--- src/rtl/ae_pkg.sv ---
// Shared autoencoder definitions: default widths, sequencer state encoding, fixed-point format.
package ae_pkg;

    localparam int NBITS_DEF  = 16;
    localparam int ADDR_W_DEF = 6;
    localparam int FRAC_BITS  = 8;

    typedef enum logic [2:0] {
        S_IDLE = 3'd0,
        S_RD   = 3'd1,
        S_CAP  = 3'd2,
        S_OUT  = 3'd3,
        S_DONE = 3'd4
    } state_t;

endpackage

--- src/rtl/relu_layer_sequencer_relu.sv ---
// ReLU datapath: negative inputs (MSB set) clamp to zero, everything else passes unchanged.
// Purely combinational, no state, no backpressure.
module relu_layer_sequencer_relu #(
    parameter int NBITS = 16
) (
    input  logic [NBITS-1:0] i_din,
    output logic [NBITS-1:0] o_dout
);

    assign o_dout = i_din[NBITS-1] ? '0 : i_din;

endmodule

--- src/rtl/relu_layer_sequencer.sv ---
// Activation pass: reads i_len buffer words, ReLUs them, streams out (idx, data), then pulses done.
// 3 cycles/element minimum; OUT holds indefinitely while i_out_ready is low. ACT_ZERO_CNT_EN adds o_zero_cnt.
module relu_layer_sequencer
    import ae_pkg::*;
#(
    parameter int NBITS  = NBITS_DEF,
    parameter int ADDR_W = ADDR_W_DEF
) (
    input  logic              i_clk,
    input  logic              i_rst,
    input  logic              i_start,
    input  logic [ADDR_W:0]   i_len,
    output logic              o_busy,
    output logic              o_done,
    output logic              o_rd_en,
    output logic [ADDR_W-1:0] o_rd_addr,
    input  logic [NBITS-1:0]  i_rd_data,
    output logic              o_out_valid,
    input  logic              i_out_ready,
    output logic [NBITS-1:0]  o_out_data,
`ifdef ACT_ZERO_CNT_EN
    output logic [ADDR_W:0]   o_zero_cnt,
`endif
    output logic [ADDR_W-1:0] o_out_idx
);

    localparam logic [ADDR_W:0]   LEN_ONE = (ADDR_W+1)'(1);
    localparam logic [ADDR_W-1:0] IDX_ONE = ADDR_W'(1);

    state_t            r_state;
    state_t            w_next;
    logic [ADDR_W:0]   r_len;
    logic [ADDR_W-1:0] r_i;
    logic [NBITS-1:0]  r_out_data;
    logic [ADDR_W-1:0] r_out_idx;
    logic [NBITS-1:0]  w_relu;
    logic              w_accept;
    logic              w_fire;
    logic              w_last;

    relu_layer_sequencer_relu #(.NBITS(NBITS)) u_relu (
        .i_din  (i_rd_data),
        .o_dout (w_relu)
    );

    assign w_accept = (r_state == S_IDLE) && i_start;
    assign w_fire   = (r_state == S_OUT) && i_out_ready;
    // Compare against the pre-increment index so len = 2^ADDR_W ends after address 2^ADDR_W-1.
    assign w_last   = ({1'b0, r_i} == (r_len - LEN_ONE));

    assign o_rd_addr  = r_i;
    assign o_out_data = r_out_data;
    assign o_out_idx  = r_out_idx;

    always_comb begin
        w_next      = r_state;
        o_busy      = 1'b1;
        o_done      = 1'b0;
        o_rd_en     = 1'b0;
        o_out_valid = 1'b0;
        case (r_state)
            S_IDLE: begin
                o_busy = i_start;
                if (i_start) begin
                    w_next = (i_len == '0) ? S_DONE : S_RD;
                end
            end
            S_RD: begin
                o_rd_en = 1'b1;
                w_next  = S_CAP;
            end
            S_CAP: w_next = S_OUT;
            S_OUT: begin
                o_out_valid = 1'b1;
                if (i_out_ready) begin
                    w_next = w_last ? S_DONE : S_RD;
                end
            end
            S_DONE: begin
                o_done = 1'b1;
                w_next = S_IDLE;
            end
            default: begin
                o_busy = 1'b0;
                w_next = S_IDLE;
            end
        endcase
    end

    always_ff @(posedge i_clk or posedge i_rst) begin
        if (i_rst) begin
            r_state    <= S_IDLE;
            r_len      <= '0;
            r_i        <= '0;
            r_out_data <= '0;
            r_out_idx  <= '0;
        end else begin
            r_state <= w_next;
            if (w_accept) begin
                r_len <= i_len;
                r_i   <= '0;
            end else if (w_fire) begin
                r_i <= r_i + IDX_ONE;
            end
            if (r_state == S_CAP) begin
                r_out_data <= w_relu;
                r_out_idx  <= r_i;
            end
        end
    end

`ifdef ACT_ZERO_CNT_EN
    logic [ADDR_W:0] r_zero_cnt;

    // Only genuinely negative inputs count; a true zero input passes through unclamped.
    always_ff @(posedge i_clk or posedge i_rst) begin
        if (i_rst) begin
            r_zero_cnt <= '0;
        end else if (w_accept) begin
            r_zero_cnt <= '0;
        end else if ((r_state == S_CAP) && i_rd_data[NBITS-1]) begin
            r_zero_cnt <= r_zero_cnt + LEN_ONE;
        end
    end

    assign o_zero_cnt = r_zero_cnt;
`endif

endmodule
--- config.mk ---
export PLATFORM = sky130hd
export DESIGN_NAME = relu_layer_sequencer
export DESIGN_NICKNAME = d
export VERILOG_FILES = /design/src/rtl/ae_pkg.sv /design/src/rtl/relu_layer_sequencer_relu.sv /design/src/rtl/relu_layer_sequencer.sv
export SDC_FILE = /design/constraint.sdc
export NUM_CORES = 1
export LEC_CHECK = 0
export CORE_ASPECT_RATIO = 1.2
export CORE_MARGIN = 1
export CORE_UTILIZATION = 41
export DETAILED_ROUTE_END_ITERATION = 7
export GPL_TIMING_DRIVEN = 0
export PLACE_DENSITY = 0.81
export SLEW_MARGIN = 20
export SYNTH_ARGS = -nofsm -noshare
export SYNTH_HDL_FRONTEND = slang
export SYNTH_SLANG_ARGS = --single-unit
--- constraint.sdc ---
create_clock -name i_clk -period 1.8 [get_ports i_clk]
set_input_delay 0.18 -clock i_clk [delete_from_list [all_inputs] [get_ports i_clk]]
set_output_delay 0.18 -clock i_clk [all_outputs]
set_load 0.005 [all_outputs]
==> results.toml, run 1 <==
[outcome]
outcome = "finished, final reports clean"

[worst_setup_path]
rrSetupSlack_ns = 0.03
reg2reg_from = "r_len[0]"
worstPathArrival_ns = 1.94
cp_max_fo = 3
ff2ff_path_depth = 5
cp.required_ns = 1.97
cp-end-kind = "flop"
start_kind = "flop"
crit_type = "reg -> reg"
rr_endpoint = "r_state[0]"
crit_start = "r_len[0]"

[clocking]
cts_buffer_depth = 2
htree_levels = 2
cts_sinks = 37
worst_skew_pair.late_latency_ns = 0.28
root_buffer = "clkbuf_8"
cts_buffers = 5
clk_pin_slew_ns = 0.07
cts_tree = "done"

[min_path]
min_path_type = "in -> async"

[finish]
multiInputGateArea_um2 = 868
drive_gt1_share_pct = 19.0
n_antenna_cell = 0
fin_cells = 304
n_fill_cell = 353
seq_area_um2 = 928
final_util_pct = 62.8
nNetsFinal = 276
area_delta_synth_final_pct = 46.9

[drt]
drcViolationCount = 0
wl_mm = 3.98
post_drt_wl_per_cell_um = 13.1
firstDrtPassIters = 4
final_antenna_net_count = 0
viasPerCell = 4.90
drt_iter0_markers = 21
vias = 1490

[sta]
final-hold-violation-count = 0
fmax_mhz = 565
fin_ws_ns = 0.0311
timing.final.crit_share_pct = 98.3
setup_viol = 0
grt_setup_unrepaired = "yes"
drv_slew = 0
min_period_ns = 1.77
fin_skew_ns = 0.00698

[die]
die_y_um = 75.0
die_area_um2 = 4710
coreArea_um2 = 4260
die_x_um = 62.8
io_pins = 59
rows = 26
start_util_pct = 42.7

[logic_synthesis]
ys_seq_area_share_pct = 50.9
synth_seq_cells = 37
synth_area_um2 = 1820
synth_ff_type = "dfrtp_1"
synth_edf_count = 0
synthArstFlopShare_pct = 100
syn_avg_cell_area_um2 = 10.2
syn_inst = 178
yosysWarningCount = 0
syn_nets = 207
synth.distinct_cells = 46

[placement]
gp_congestion = 0.754
pre_cts_ws_ns = -0.180
io_buffer_count = 57
dp.final_hpwl_mm = 3.00
placed_cells = 292

[global_routing]
grt_pass1_wl_mm = 6.90
antenna_found_initial = 0
grt_pass1_vias = 1539
grt_overflow_total = 0
grt_start_max_net_pins = 20
grt_use_total_pct = 19.0

[power_and_ir_drop]
p_leak_uw = 0.00112
powerDensity_nw_per_um2 = 1470
peakVddDrop_uv = 889
power_uw = 3930

[job]
max_cap_violations = 0
-- how the worst max path moves through the flow --
stage                      end  slack, ns  cells after the start
floorplan           r_state[0]       0.06                      7
global placement    r_state[0]      -0.14                      5
detailed placement  r_state[0]      -0.18                      5
CTS                 r_state[0]       0.03                      5
global route        r_state[0]      -0.03                      7
finish              r_state[0]       0.03                      5
-- cell type report --
class,instances,share of cell area (%)
Sequential cell,37,34.7
Multi-Input combinational cell,129,32.5
Timing Repair Buffer,63,23.9
Clock buffer,7,3.23
Tap cell,56,2.62
Buffer,7,1.45
Clock inverter,1,1.12
Inverter,4,0.561
-- worst max-delay path: stages, from the launching register on --
cell and delay, ns:
dfrtp_1 0.40, buf_4 0.15, or3_1 0.42, a211oi_2 0.26, o2111ai_2 0.16, o31a_1 0.26
-- cells by family (layout without fill, tap and decap cells) --
group	Yosys count	in the layout	synth area share, %
buffers and inverters	12	82	3.16
other	1	1	0.206
DFF	37	37	50.9
AOI/OAI and AO/OA	31	31	10.3
muxes	12	12	7.35
adders and majority gates	2	2	1.37
and+or+nand+nor	74	74	22.4
xor gates and xnor gates	9	9	4.33
-- metal layers --
metal | wire, um | track usage [%] | share of wire (%) | up-vias
li1 | - | - | - | 739
met1 | 1560 | 20.2 | 39 | 697
met2 | 2060 | 34.8 | 52 | 48
met3 | 322 | 7.58 | 8.1 | 6
met4 | 37 | 6.46 | 0.93 | 0
met5 | 0 | 0 | 0 | -
-- metrics by stage --
stage / TNS, ns / hold WS (ns) / cell area, um2
final: 0 / 0.207 / 2680
after CTS: 0 / 0.217 / 2630
after floorplan: 0 / 0.297 / 1820
after global placement: -1.32 / 0.461 / 2460
after global routing: -0.0310 / 0.241 / 2680
after detailed placement: -0.180 / 0.470 / 2490
-- registers in the layout, summed over array words and instances, names as in the netlist --
signal and cells:
o_out_data 15, o_out_idx 6, o_rd_addr 6, r_len 7, r_state 3
-- repair_timing --
action,4_1_cts,5_1_grt
gates cloned,0,0
setup buffers,1,4
pin swaps,0,1
gates resized for setup,5,8
endpoints found under the setup margin,3,11
hold buffers,0,0
-- layout by cell type, fill, tap and decap left out, drive strengths merged, types with 5 or more instances in the layout --
cell and instances:
dfrtp 37, nor2 11, nand2 22, o21ai 19, xor2 5, clkbuf 12
mux2 11, buf 8, nand2b 17, clkdlybuf4s50 56
-- power breakdown --
part / leakage, uW / internal (uW) / switching (uW)
Sequential: 0.000473 / 1140 / 294
Clock: 0.0000585 / 452 / 279
Combinational: 0.000586 / 1030 / 736
-- cell usage after synthesis (2+ instances only) --
master / instances / area [um2]
inv_1: 4 / 15.0
nand2b_1: 17 / 106
o21ai_0: 19 / 95.1
a21oi_1: 2 / 10.0
nand3_1: 4 / 20.0
a31oi_1: 2 / 12.5
mux2_2: 11 / 124
dfrtp_1: 37 / 926
or3_1: 2 / 12.5
ha_1: 2 / 25.0
nand2_1: 21 / 78.8
or2_2: 2 / 12.5
xor2_1: 5 / 43.8
nor3_1: 2 / 10.0
nor2_1: 10 / 37.5
clkbuf_1: 5 / 18.8
xnor2_1: 4 / 35.0
Power figures use the tool's default switching activity.
==> inputs of run 2 (changes only) <==
--- a/config.mk
+++ b/config.mk
@@ -5,9 +5,11 @@
 export SDC_FILE = /design/constraint.sdc
 export NUM_CORES = 1
 export LEC_CHECK = 0
+export CELL_PAD_IN_SITES_DETAIL_PLACEMENT = 1
+export CELL_PAD_IN_SITES_GLOBAL_PLACEMENT = 1
 export CORE_ASPECT_RATIO = 1.2
 export CORE_MARGIN = 1
-export CORE_UTILIZATION = 41
+export CORE_UTILIZATION = 31
 export DETAILED_ROUTE_END_ITERATION = 7
 export GPL_TIMING_DRIVEN = 0
 export PLACE_DENSITY = 0.81
==> run 2 against run 1 <==
  * Global-route usage is 2.0 points lower
  * Clock power is 18% lower
  * Flip-flop and latch count stayed put
  * Combinational power is 2% higher
  * Cell area is 0.28% higher
  * Sequential share of layout area is 0.097 points lower
  * Critical path type unchanged
  * Largest cell class unchanged
==> results.toml, run 2 (synthesis gave the netlist of run 1 again) <==
[outcome]
outcome = "finished, final reports clean"

[sta]
setup_viol = 0
fmax_mhz = 562
grt_setup_unrepaired = "yes"
fin_skew_ns = 0.00918
drv_slew = 0
final-hold-violation-count = 0
fin_ws_ns = 0.0222
hold_slack_ns = 0.181
timing.final.crit_share_pct = 98.8
min_period_ns = 1.78
finalSetupTns_ns = 0

[die]
start_util_pct = 32.1
die_y_um = 85.9
die_x_um = 72.0
io_pins = 59
die_area_um2 = 6180
coreArea_um2 = 5670
rows = 30

[power_and_ir_drop]
peakVddDrop_uv = 526
combinationalPowerShare_pct = 47.0
powerDensity_nw_per_um2 = 1430
power.share.clock_pct = 15.7
p_int_uw = 2470
pwr-share-seq_pct = 37.3
p_sw_uw = 1370
netSwitchingFraction_pct = 35.6
p_leak_uw = 0.00111

[finish]
area_delta_synth_final_pct = 47.4
nNetsFinal = 275
final_util_pct = 47.3
seq_area_um2 = 928
mostFrequentLayoutCell = "clkdlybuf4s50_1"
n_fill_cell = 631
largest_reg_flops = 15
drive_gt1_share_pct = 19.1
n_antenna_cell = 0
final_cell_mix = "clkdlybuf4s50_1, dfrtp_1, nand2_1"
multiInputGateArea_um2 = 881

[clocking]
cts_buffers = 5
htree_levels = 2
clk_pin_slew_ns = 0.08
cts_buffer_depth = 2
worst_skew_pair.late_latency_ns = 0.30
cts_tree = "done"
cts_sinks = 37
root_buffer = "clkbuf_8"

[drt]
drt_iter0_markers = 47
post_drt_wl_per_cell_um = 14.3
vias = 1546
wl_mm = 4.67
firstDrtPassIters = 2
final_antenna_net_count = 0
drcViolationCount = 0
viasPerCell = 4.74

[worst_setup_path]
rrSetupSlack_ns = 0.02
ff2ff_path_depth = 7
start_kind = "flop"
worstPathArrival_ns = 1.96
rr_endpoint = "r_state[0]"
cp-end-kind = "flop"
reg2reg_from = "r_len[0]"
cp_max_fo = 5
cp.required_ns = 1.99
crit_type = "reg -> reg"

[placement]
gp_congestion = 0.779
io_buffer_count = 57
dp.final_hpwl_mm = 3.47
pre_cts_ws_ns = -0.177

[min_path]
min_path_type = "in -> async"

[global_routing]
grt_start_max_net_pins = 23
grt_pass1_vias = 1614
antenna_found_initial = 0
grt_use_total_pct = 17.0
grt_overflow_total = 0
grt_pass1_wl_mm = 8.04

[job]
max_cap_violations = 0
run 2: cell count changes in the layout (fill, tap and decap cells not counted):
| cell | delta |
|---|---|
| a31oi_2 | +1 |
| buf_4 | -1 |
| bufinv_16 | -1 |
| and3b_2 | +1 |
| a31oi_1 | -1 |
| nor2_4 | +1 |
| clkdlybuf4s50_1 | -1 |
| dlymetal6s2s_1 | +1 |
| and3b_1 | -1 |
| nor2_2 | -1 |
run 2: critical path, cell delays in order, from the launching register on:
cell	delay, ns
dfrtp_1	0.38
inv_2	0.07
ha_4	0.17
nor2b_1	0.12
or3_1	0.33
a31oi_2	0.19
o2111ai_2	0.14
o31a_1	0.26
run 2: power by group through the flow:
stage                     Sequential [uW]  Clock (uW)  Combinational [uW]
after detailed placement             1430           0                1650
after global placement               1410           0                1600
after floorplan                      1380           0                 900
after CTS                            1440         621                1770
final                                1430         603                1810
after global routing                 1490         663                1990
run 2: final cells by class:
cell class / instances / area share, %
sequential: 37 / 34.6
multi-input combinational: 129 / 32.8
timing repair buffer: 62 / 23.6
tap: 80 / 3.73
clock buffer: 7 / 3.22
buffer: 7 / 1.45
inverter: 4 / 0.560
run 2: worst max path at each step:
| stage | slack [ns] | depth (start not counted) | from | to |
|---|---|---|---|---|
| finish | 0.02 | 7 | r_len[0] | r_state[0] |
| global route | -0.05 | 7 | r_len[0] | r_state[0] |
| CTS | 0.004 | 7 | r_state[2] | r_state[2] |
| detailed placement | -0.18 | 5 | i_len[3] | r_state[0] |
| global placement | -0.17 | 5 | i_len[3] | r_state[0] |
| floorplan | 0.06 | 7 | r_len[0] | r_state[0] |
run 2: what timing repair did:
action	in CTS	in global routing
setup buffers	2	2
endpoints found under the setup margin	4	13
hold buffers	0	0
resized for setup	9	8
pin swaps	1	3
run 2: layer usage:
metal / global-route usage, % / wire (um) / vias to the layer above
li1: - / - / 734
met1: 18.3 / 1810 / 762
met2: 30.3 / 2470 / 43
met3: 6.35 / 312 / 7
met4: 5.88 / 77 / 0
met5: 0 / 0 / -
run 2: stage by stage:
| stage | power, uW | cells | area, um2 |
|---|---|---|---|
| after CTS | 3830 | 324 | 2650 |
| after detailed placement | 3080 | 316 | 2520 |
| after global routing | 4140 | 326 | 2680 |
| after floorplan | 2280 | 178 | 1820 |
| after global placement | 3020 | 315 | 2490 |
| final | 3840 | 326 | 2680 |
==> inputs of run 3 (changes only) <==
==> constraint.sdc (replaced) <==
create_clock -name i_clk -period 1.8 [get_ports i_clk]
set_input_delay 0.45 -clock i_clk [delete_from_list [all_inputs] [get_ports i_clk]]
set_output_delay 0.45 -clock i_clk [all_outputs]
set_load 0.005 [all_outputs]
==> run 3 against run 2 <==
  * Sequential share of layout area is 0.39 points lower
  * Critical path type unchanged
  * First-iteration DRC count is 15% lower
  * Clock-buffer cell count stayed put
  * Critical path depth stayed put
  * Register-to-register slack worse by 0.02 ns
  * Via count is 0.39% higher
==> results.toml, run 3 (synthesis gave the netlist of run 1 again) <==
[outcome]
outcome = "finished, final reports clean"

[die]
die_area_um2 = 6180
coreArea_um2 = 5670
die_y_um = 85.9
io_pins = 59
start_util_pct = 32.1
die_x_um = 72.0
rows = 30

[worst_setup_path]
cp-end-kind = "flop"
critPathMaxStageDelay_ns = 0.39
cp_max_fo = 6
cp_cell_sequence = "inv_2 -> ha_4 -> nor2b_1 -> or3_1 -> a31oi_2 -> o2111ai_2 -> o31a_1"
rr_endpoint = "r_state[0]"
crit_start = "r_len[1]"
crit_type = "reg -> reg"
start_kind = "flop"
rrSetupSlack_ns = 0.004
cp.required_ns = 1.99
worstPathArrival_ns = 1.98
reg2reg_from = "r_len[1]"
ff2ff_path_depth = 7
cp_slowest_cell = "dfrtp_1"

[drt]
vias = 1552
final_antenna_net_count = 0
drcViolationCount = 0
viasPerCell = 4.67
drt_iter0_markers = 40
firstDrtPassIters = 4
post_drt_wl_per_cell_um = 14.6
wl_mm = 4.83

[finish]
nNetsFinal = 281
n_antenna_cell = 0
seq_area_um2 = 936
area_delta_synth_final_pct = 50.2
multiInputGateArea_um2 = 898
final_cell_mix = "clkdlybuf4s50_1, dfrtp_1, nand2_1"
n_fill_cell = 628
largest_reg_flops = 15
stdcell_area_um2 = 2740
drive_gt1_share_pct = 24.6
mostFrequentLayoutCell = "clkdlybuf4s50_1"
final_util_pct = 48.3

[power_and_ir_drop]
peakVddDrop_uv = 527
powerDensity_nw_per_um2 = 1430
p_leak_uw = 0.00114

[clocking]
root_buffer = "clkbuf_8"
cts_buffers = 5
clk_pin_slew_ns = 0.08
htree_levels = 2
cts_tree = "done"
worst_skew_pair.late_latency_ns = 0.30
ctsHoldBuffers = 0
cts_buffer_depth = 2
cts_sinks = 37

[sta]
final-hold-violation-count = 0
fin_skew_ns = 0.0106
timing.final.crit_share_pct = 99.8
fmax_mhz = 557
setup_viol = 0
grt_setup_unrepaired = "yes"
drv_slew = 0
min_period_ns = 1.80

[global_routing]
grt_pass1_vias = 1642
grt_start_max_net_pins = 23
grt_overflow_total = 0
grt_pass1_wl_mm = 8.29
grt_use_total_pct = 17.5
antenna_found_initial = 0

[placement]
io_buffer_count = 57
gp_congestion = 0.779
place_area_um2 = 2520
dp.final_hpwl_mm = 3.47

[job]
max_cap_violations = 0

[min_path]
min_path_type = "in -> async"
run 3: cell count changes in the layout (fill, tap and decap cells not counted), sizes merged:
cell           change
dlygate4sd2        +6
clkdlybuf4s15      +1
dlymetal6s2s       -2
buf                +7
clkdlybuf4s50      -6
run 3: timing repair:
action	in CTS	in global routing
endpoints found under the setup margin	9	10
pin swaps	6	2
gates resized for setup	27	8
setup buffers	7	3
run 3: per-layer routing:
metal  wire, um  share of wire (%)  vias to the layer above  GRT usage, %
met5          0                  0                        -             0
met4         77                1.6                        0          5.88
met3        319                6.6                        7          6.35
met2       2520                 52                       43          30.2
met1       1920                 40                      753          19.9
li1           -                  -                      749             -
run 3: area by class of cell:
class                   count  share of cell area (%)
clock buffers               7                    3.16
plain buffers               7                    1.42
repair buffers             68                    24.2
well taps                  80                    3.66
flip-flops and latches     37                    34.2
inverters                   4                   0.549
multi-input cells         129                    32.8
run 3: worst max-delay path, delay by kind of cell (launching register included):
kind	cells	cell delay (ns)
adder cells (fa/ha/maj)	1	0.18
flip-flops	1	0.39
AND/OR/NAND/NOR	2	0.45
AO/OA/AOI/OAI	3	0.59
buffers and inverters	1	0.07
run 3: worst max-delay path by stage:
stage | to | slack [ns]
2_1_floorplan | r_state[0] | 0.06
3_3_place_gp | r_state[0] | -0.44
3_5_place_dp | r_state[0] | -0.45
4_1_cts | o_out_valid | 0.003
5_1_grt | r_state[0] | -0.06
6_report | r_state[0] | 0.004
run 3: report_power, final:
part / total [uW] / leakage (uW) / switching, uW / internal [uW]
Clock: 602 / 0.0000443 / 298 / 304
Sequential: 1430 / 0.000464 / 283 / 1150
Combinational: 1890 / 0.000628 / 813 / 1080
run 3: per-stage QoR:
stage	setup WS (ns)	TNS, ns	total power [uW]	hold slack, ns	std cells
4_1_cts	0.00324	0	3870	0.466	329
3_3_place_gp	-0.436	-14.98	3020	0.462	315
6_report	0.00427	0	3920	0.448	332
3_5_place_dp	-0.447	-2.94	3080	0.472	316
5_1_grt	-0.0634	-0.0853	4230	0.483	332
2_1_floorplan	0.0620	0	2280	0.473	178
